<file path="src/rtl/bicubic_pkg.sv">
// Shared types and constants for the bicubic tap loaders: FSM encodings,
// Q0.8 constants, horizontal tap offsets and the Q0.8 rounding multiply.
package bicubic_pkg;

    typedef enum logic [2:0] {
        S_IDLE  = 3'd0,
        S_RD    = 3'd1,
        S_LAST  = 3'd2,
        S_START = 3'd3,
        S_WAIT  = 3'd4,
        S_OUT   = 3'd5
    } state_t;

    localparam logic [7:0]  ONE_Q08  = 8'hFF;
    localparam logic [15:0] HALF_Q08 = 16'd128;

    localparam logic signed [3:0] TAP_OFF [4] = '{-4'sd1, 4'sd0, 4'sd1, 4'sd2};

    // Q0.8 x Q0.8 with round-half-up; 255*255+128 still fits in 16 bits.
    function automatic logic [7:0] mul_q08(input logic [7:0] a, input logic [7:0] b);
        logic [15:0] prod;
        prod = ({8'd0, a} * {8'd0, b}) + HALF_Q08;
        return prod[15:8];
    endfunction

endpackage

</file>
<file path="src/rtl/bicubic_border_map.sv">
// Maps a signed tap column onto a legal image column.
// Default build clamps; defining BORDER_MIRROR_EN selects mirror without edge repeat.
module bicubic_border_map
    import bicubic_pkg::*;
#(
    parameter int COL_W = 6,
    parameter int IMG_W = 64
) (
    input  logic signed [COL_W+1:0] col_in,
    output logic [COL_W-1:0]        col_out
);

    localparam int MAX_I = IMG_W - 1;
    localparam logic signed [COL_W+1:0] MAX_C = MAX_I[COL_W+1:0];
    localparam logic [COL_W-1:0]        MAX_U = MAX_I[COL_W-1:0];
`ifdef BORDER_MIRROR_EN
    localparam int MAX2_I = 2 * (IMG_W - 1);
    localparam logic [COL_W-1:0] MAX2_U = MAX2_I[COL_W-1:0];
`endif

    // Out-of-range columns only ever lie within two pixels of an edge, so the
    // mirrored result is exact when computed modulo 2^COL_W.
    always_comb begin
        col_out = col_in[COL_W-1:0];
        if (col_in[COL_W+1]) begin
`ifdef BORDER_MIRROR_EN
            col_out = (~col_in[COL_W-1:0]) + {{(COL_W-1){1'b0}}, 1'b1};
`else
            col_out = {COL_W{1'b0}};
`endif
        end else if (col_in > MAX_C) begin
`ifdef BORDER_MIRROR_EN
            col_out = MAX2_U - col_in[COL_W-1:0];
`else
            col_out = MAX_U;
`endif
        end else begin
            col_out = col_in[COL_W-1:0];
        end
    end

endmodule

</file>
<file path="src/rtl/bicubic_tap_loader.sv">
// Request-to-engine feeder: fetches four horizontal taps, builds {t^3,t^2,t,1},
// runs the bicubic engine and presents its result. Border mode: BORDER_MIRROR_EN.
module bicubic_tap_loader
    import bicubic_pkg::*;
#(
    parameter int IMG_W  = 64,
    parameter int IMG_H  = 64,
    parameter int COL_W  = 6,
    parameter int ROW_W  = 6,
    parameter int ADDR_W = 12
) (
    input  logic              clk,
    input  logic              rst,
    input  logic              req_valid,
    output logic              req_ready,
    input  logic [COL_W-1:0]  req_col,
    input  logic [ROW_W-1:0]  req_row,
    input  logic [7:0]        req_frac,
    output logic              mem_ren,
    output logic [ADDR_W-1:0] mem_addr,
    input  logic [7:0]        mem_rdata,
    output logic [31:0]       eng_x,
    output logic [31:0]       eng_p,
    output logic              eng_start,
    input  logic              eng_finish,
    input  logic [7:0]        eng_out_val,
    output logic              res_valid,
    input  logic              res_ready,
    output logic [7:0]        res_data
);

    if (ADDR_W != COL_W + ROW_W || IMG_W != (1 << COL_W) || IMG_H > (1 << ROW_W)) begin : g_bad_params
        $error("bicubic_tap_loader: inconsistent image geometry parameters");
    end

    state_t                   state_r, next_state_s;
    logic [1:0]               cnt_r;
    logic [COL_W-1:0]         col_r;
    logic [ROW_W-1:0]         row_r;
    logic                     accept_s;
    logic [COL_W-1:0]         base_col_s;
    logic [ROW_W-1:0]         base_row_s;
    logic [1:0]               tap_idx_s;
    logic signed [3:0]        tap_off_s;
    logic signed [COL_W+1:0]  tap_col_s;
    logic [COL_W-1:0]         map_col_s;

    logic                     req_ready_r;
    logic                     mem_ren_r;
    logic [ADDR_W-1:0]        mem_addr_r;
    logic [31:0]              eng_x_r;
    logic [31:0]              eng_p_r;
    logic                     eng_start_r;
    logic                     res_valid_r;
    logic [7:0]               res_data_r;

    assign req_ready = req_ready_r;
    assign mem_ren   = mem_ren_r;
    assign mem_addr  = mem_addr_r;
    assign eng_x     = eng_x_r;
    assign eng_p     = eng_p_r;
    assign eng_start = eng_start_r;
    assign res_valid = res_valid_r;
    assign res_data  = res_data_r;

    assign accept_s = (state_r == S_IDLE) && req_valid && req_ready_r;

    // Address of the next tap to issue: tap 0 straight from the request, later taps from the latch.
    always_comb begin
        base_col_s = col_r;
        base_row_s = row_r;
        tap_idx_s  = cnt_r + 2'd1;
        if (accept_s) begin
            base_col_s = req_col;
            base_row_s = req_row;
            tap_idx_s  = 2'd0;
        end else begin
            base_col_s = col_r;
            base_row_s = row_r;
            tap_idx_s  = cnt_r + 2'd1;
        end
        tap_off_s = TAP_OFF[tap_idx_s];
        tap_col_s = $signed({2'b00, base_col_s}) + $signed({{(COL_W-2){tap_off_s[3]}}, tap_off_s});
    end

    bicubic_border_map #(
        .COL_W (COL_W),
        .IMG_W (IMG_W)
    ) u_border_map (
        .col_in  (tap_col_s),
        .col_out (map_col_s)
    );

    // Next-state logic.
    always_comb begin
        next_state_s = state_r;
        case (state_r)
            S_IDLE:  if (accept_s)          next_state_s = S_RD;    else next_state_s = S_IDLE;
            S_RD:    if (cnt_r == 2'd3)     next_state_s = S_LAST;  else next_state_s = S_RD;
            S_LAST:                         next_state_s = S_START;
            S_START:                        next_state_s = S_WAIT;
            S_WAIT:  if (eng_finish)        next_state_s = S_OUT;   else next_state_s = S_WAIT;
            S_OUT:   if (res_ready)         next_state_s = S_IDLE;  else next_state_s = S_OUT;
            default:                        next_state_s = S_IDLE;
        endcase
    end

    // State register.
    always_ff @(posedge clk) begin
        if (rst) begin
            state_r <= S_IDLE;
        end else begin
            state_r <= next_state_s;
        end
    end

    // Datapath registers and all registered outputs.
    always_ff @(posedge clk) begin
        if (rst) begin
            cnt_r       <= 2'd0;
            col_r       <= {COL_W{1'b0}};
            row_r       <= {ROW_W{1'b0}};
            req_ready_r <= 1'b0;
            mem_ren_r   <= 1'b0;
            mem_addr_r  <= {ADDR_W{1'b0}};
            eng_x_r     <= 32'd0;
            eng_p_r     <= 32'd0;
            eng_start_r <= 1'b0;
            res_valid_r <= 1'b0;
            res_data_r  <= 8'd0;
        end else begin
            req_ready_r <= (next_state_s == S_IDLE);
            eng_start_r <= (state_r == S_LAST);
            cnt_r       <= (state_r == S_RD) ? cnt_r + 2'd1 : 2'd0;
            case (state_r)
                S_IDLE: begin
                    if (accept_s) begin
                        col_r      <= req_col;
                        row_r      <= req_row;
                        eng_x_r    <= {ONE_Q08, req_frac, 8'd0, 8'd0};
                        mem_ren_r  <= 1'b1;
                        mem_addr_r <= {base_row_s, map_col_s};
                    end
                end
                S_RD: begin
                    if (cnt_r == 2'd3) begin
                        mem_ren_r <= 1'b0;
                    end else begin
                        mem_ren_r  <= 1'b1;
                        mem_addr_r <= {base_row_s, map_col_s};
                    end
                    // SRAM data lags the address by one cycle, so tap cnt-1 lands now.
                    case (cnt_r)
                        2'd0: eng_x_r[15:8] <= mul_q08(eng_x_r[23:16], eng_x_r[23:16]);
                        2'd1: begin
                            eng_x_r[7:0] <= mul_q08(eng_x_r[15:8], eng_x_r[23:16]);
                            eng_p_r[7:0] <= mem_rdata;
                        end
                        2'd2:    eng_p_r[15:8]  <= mem_rdata;
                        2'd3:    eng_p_r[23:16] <= mem_rdata;
                        default: eng_p_r        <= eng_p_r;
                    endcase
                end
                S_LAST: eng_p_r[31:24] <= mem_rdata;
                S_WAIT: begin
                    if (eng_finish) begin
                        res_data_r  <= eng_out_val;
                        res_valid_r <= 1'b1;
                    end
                end
                S_OUT: begin
                    if (res_ready) begin
                        res_valid_r <= 1'b0;
                    end
                end
                default: res_valid_r <= res_valid_r;
            endcase
        end
    end

endmodule

</file>
<file path="config.mk">
export PLATFORM = sky130hd
export DESIGN_NAME = bicubic_tap_loader
export DESIGN_NICKNAME = d
export VERILOG_FILES = /design/src/rtl/bicubic_pkg.sv /design/src/rtl/bicubic_border_map.sv /design/src/rtl/bicubic_tap_loader.sv
export SDC_FILE = /design/constraint.sdc
export NUM_CORES = 1
export LEC_CHECK = 0
export BUFFER_PORTS_ARGS = -buffer_cell sky130_fd_sc_hd__buf_2
export CORE_MARGIN = 4
export CORE_UTILIZATION = 45
export CTS_BUF_LIST = sky130_fd_sc_hd__clkbuf_16
export DETAILED_ROUTE_END_ITERATION = 16
export PLACE_DENSITY = 0.66
export SYNTH_ARGS = -nofsm -noshare
export SYNTH_HDL_FRONTEND = slang
export SYNTH_SLANG_ARGS = --single-unit
</file>
<file path="constraint.sdc">
create_clock -name clk -period 10.7 [get_ports clk]
set_input_delay 2.14 -clock clk [delete_from_list [all_inputs] [get_ports clk]]
set_output_delay 2.14 -clock clk [all_outputs]
set_load 0.02 [all_outputs]
</file>
==> metrics.txt <==
worst skew pair latency 0.35 ns; Post-synth EDFFs 0; Primary FF master, synth dfxtp_1; DR iter-0 viols 310; CTS Root Cell clkbuf_16; # DRC 0; Syn Area/Cell 8.64 um^2; PD cells 96.8 nW/um^2; hold_buf cts 0; register bit count reported by yosys 98; DR vias 5,984; Syn Nets 1,046; grt peak-use layer met2; initial antenna violation count 2; largest area contributor in the netlist dfxtp_1; CP peak stage delay 0.71 ns; worst-margin pin slew 0.866 ns; dpl hpwl 13.1 mm; Setup TNS Final 0 ns; WP data required 10.93 ns; met1 Resource Use GR 0.250; DR vias/cell 5.04; vias in the first global route 5,757; largest cells by area after synthesis dfxtp_1, fa_1, ha_1; Leakage 4.28 nW; CP arrival 5.22 ns; Async S/R FF share, synth 0; crit path cell chain inv_1, nor2_1, fa_1, fa_1, fa_1, inv_1, fa_1, inv_1, ha_1, a21o_1, a211oi_2, nor3b_1, o31ai_1, nor3b_1, o31ai_1; chip width 137 um; M3 GR Usage 0.0526; Worst Hold Depth 2; cts bufs inserted 9; WHS 0.452 ns; count of buffers from port buffering 128; Final Cycle Share 0.467; Hold Startpoint eng_p[15]$_SDFFE_PP0P_; FP Rows 46; global-route wire length before repair 28.4 mm; Slew Limit Headroom 0.423; Starting Density 0.465; share of layout cells above drive strength 1 0.171; Antenna Nets Post-Route 0; CP Launch Type flip-flop; height of the chip 137 um; setup bufs post-CTS 0; Die Area 18,800 um^2; core area 16,100 um^2; Min-Delay Endpoint eng_p[15]$_SDFFE_PP0P_; FILL cells 1,601; pre-CTS setup slack 5.59 ns; I/O pins 129; Worst VDD drop 0.117 mV; fin crit period 4.99 ns; Worst-path clk slew 0.07 ns; Register-to-Register Path Depth 15; CTS tree done; Area Growth Syn to Fin 13.7%; final setup violation count 0; number of diodes 0; CP endpoint kind flip-flop; Design Power 824 uW; # resized after CTS 0; Post-Syn Instances 867; clk sinks 98; overall routing resource usage 0.188; status complete, no violations; H-tree levels 3; Routed Wire Length 17.0 mm; Yosys cell types 59; Hold Violations, Final 0; Max Cap Viol 0; Synth top area share 0.262; flop2flop setup slack 5.71 ns; Cell Area, Synth 7490 um^2; Hold Crit Class flip-flop to flip-flop; warnings from Yosys 0; Critical-path top delay cell dfxtp_1; worst setup margin 5.71 ns; worst r2r src eng_x[21]$_SDFFE_PP0P_; sequential share of the synthesized area 0.262; worst reg2reg path endpoint eng_x[13]$_SDFFE_PP0P_; met2 Use GR 0.304; Setup Skew 0.00614 ns; largest net degree at the start of global routing 83; DR pass1 iterations 5; fmax 200 MHz; Worst Path Class, Setup flip-flop to flip-flop; Max Root-Sink Buffers 2; Final Max Tran Viols 0; most used cell along the critical path fa_1; WL/cell 14.4 um; Max FO, Critical Path 18; gr ovfl total 0; RSZ-0062 raised after global routing false; RD Place Congestion 0.862; nets 1,145
-- placed cells by master (no fill, tap or decap), types with 8 or more instances in the layout --
master     netlist  routed
inv_1          102     102
buf_2            7     128
xnor2_1         21      21
and3_1           8       8
nand2_1        150     150
ha_1            79      79
a21oi_1         66      66
dfxtp_1         98      98
and2_1          62      62
nor2_1          49      49
fa_1            59      59
mux2i_1         17      17
a21o_1           9       9
clkbuf_16        0       9
o21ai_0          9       9
-- cell usage after synthesis (3+ instances only) --
cell / count
buf_1: 3
o21ai_0: 9
and2_1: 62
nand2b_1: 5
nand4_1: 3
a22oi_1: 6
ha_1: 79
nor3_1: 3
a21o_1: 9
mux2i_1: 17
fa_1: 59
dfxtp_1: 98
a21oi_1: 66
a22o_1: 7
buf_2: 7
inv_1: 102
nor2_1: 49
a211oi_2: 3
xnor2_1: 21
clkbuf_1: 27
and3_1: 8
a211oi_1: 7
nand2_1: 150
buf_4: 7
nor2b_1: 5
o21a_1: 3
o21ai_1: 6
nand3_1: 4
-- per-layer routing --
layer  vias up  part of all wire
met4         4             0.020
met3        31             0.064
met2       127              0.46
met1      2826              0.45
met5         -            0.0010
li1       2996                 -
-- worst max-delay path by stage --
stage | slack [ns] | to | from | depth (start not counted)
global route | 5.40 | eng_x[13]$_SDFFE_PP0P_ | eng_x[21]$_SDFFE_PP0P_ | 15
CTS | 5.68 | eng_x[13]$_SDFFE_PP0P_ | eng_x[21]$_SDFFE_PP0P_ | 15
finish | 5.71 | eng_x[13]$_SDFFE_PP0P_ | eng_x[21]$_SDFFE_PP0P_ | 15
detailed placement | 5.59 | mem_addr[4]$_SDFFE_PP0P_ | req_valid | 12
global placement | 5.69 | mem_addr[0]$_SDFFE_PP0P_ | req_valid | 12
floorplan | 5.90 | eng_x[13]$_SDFFE_PP0P_ | eng_x[18]$_SDFFE_PP0P_ | 16
-- metrics by stage --
stage                util  instances  instance area [um^2]
floorplan               -        867                  7490
global placement    0.511       1171                  8230
detailed placement  0.511       1171                  8230
CTS                 0.528       1187                  8510
global route        0.528       1187                  8510
finish              0.528       1187                  8510
-- power breakdown --
group / switching (mW) / internal, mW
Clock: 0.153 / 0.161
Combinational: 0.0740 / 0.0450
Sequential: 0.0151 / 0.376
-- critical path: cells and delay by family, from the launching register on --
kind / cells / cell delay, ns
AO/OA/AOI/OAI: 4 / 0.91
adder cells (fa/ha/maj): 5 / 2.38
buffers and inverters: 3 / 0.30
flip-flops: 1 / 0.71
AND/OR/NAND/NOR: 3 / 0.57
-- final cells by class --
class,instances,area [um^2],share of cell area
tap,216,270,0.0317
sequential,98,1960,0.230
clock inverter,7,58.8,0.00691
multi-input combinational,623,4940,0.581
inverter,102,383,0.0450
timing repair buffer,132,671,0.0788
clock buffer,9,225,0.0265
-- registers in the layout, indices dropped and copies added (netlist names) --
register / count
res_valid: 1
cnt_r: 2
eng_start: 1
state_r: 3
col_r: 6
res_data: 8
eng_x: 25
req_ready: 1
row_r: 6
mem_addr: 12
eng_p: 32
mem_ren: 1
-- kinds of logic after synthesis --
group / after synthesis / share of synthesized area
AOI/OAI and AO/OA: 139 / 0.126
adders and majority gates: 138 / 0.290
DFF: 98 / 0.262
and+or+nand+nor: 306 / 0.195
muxes: 17 / 0.0227
buffers and inverters: 146 / 0.0779
xor gates and xnor gates: 23 / 0.0269
Note: power is estimated with default switching activity, not from simulation.
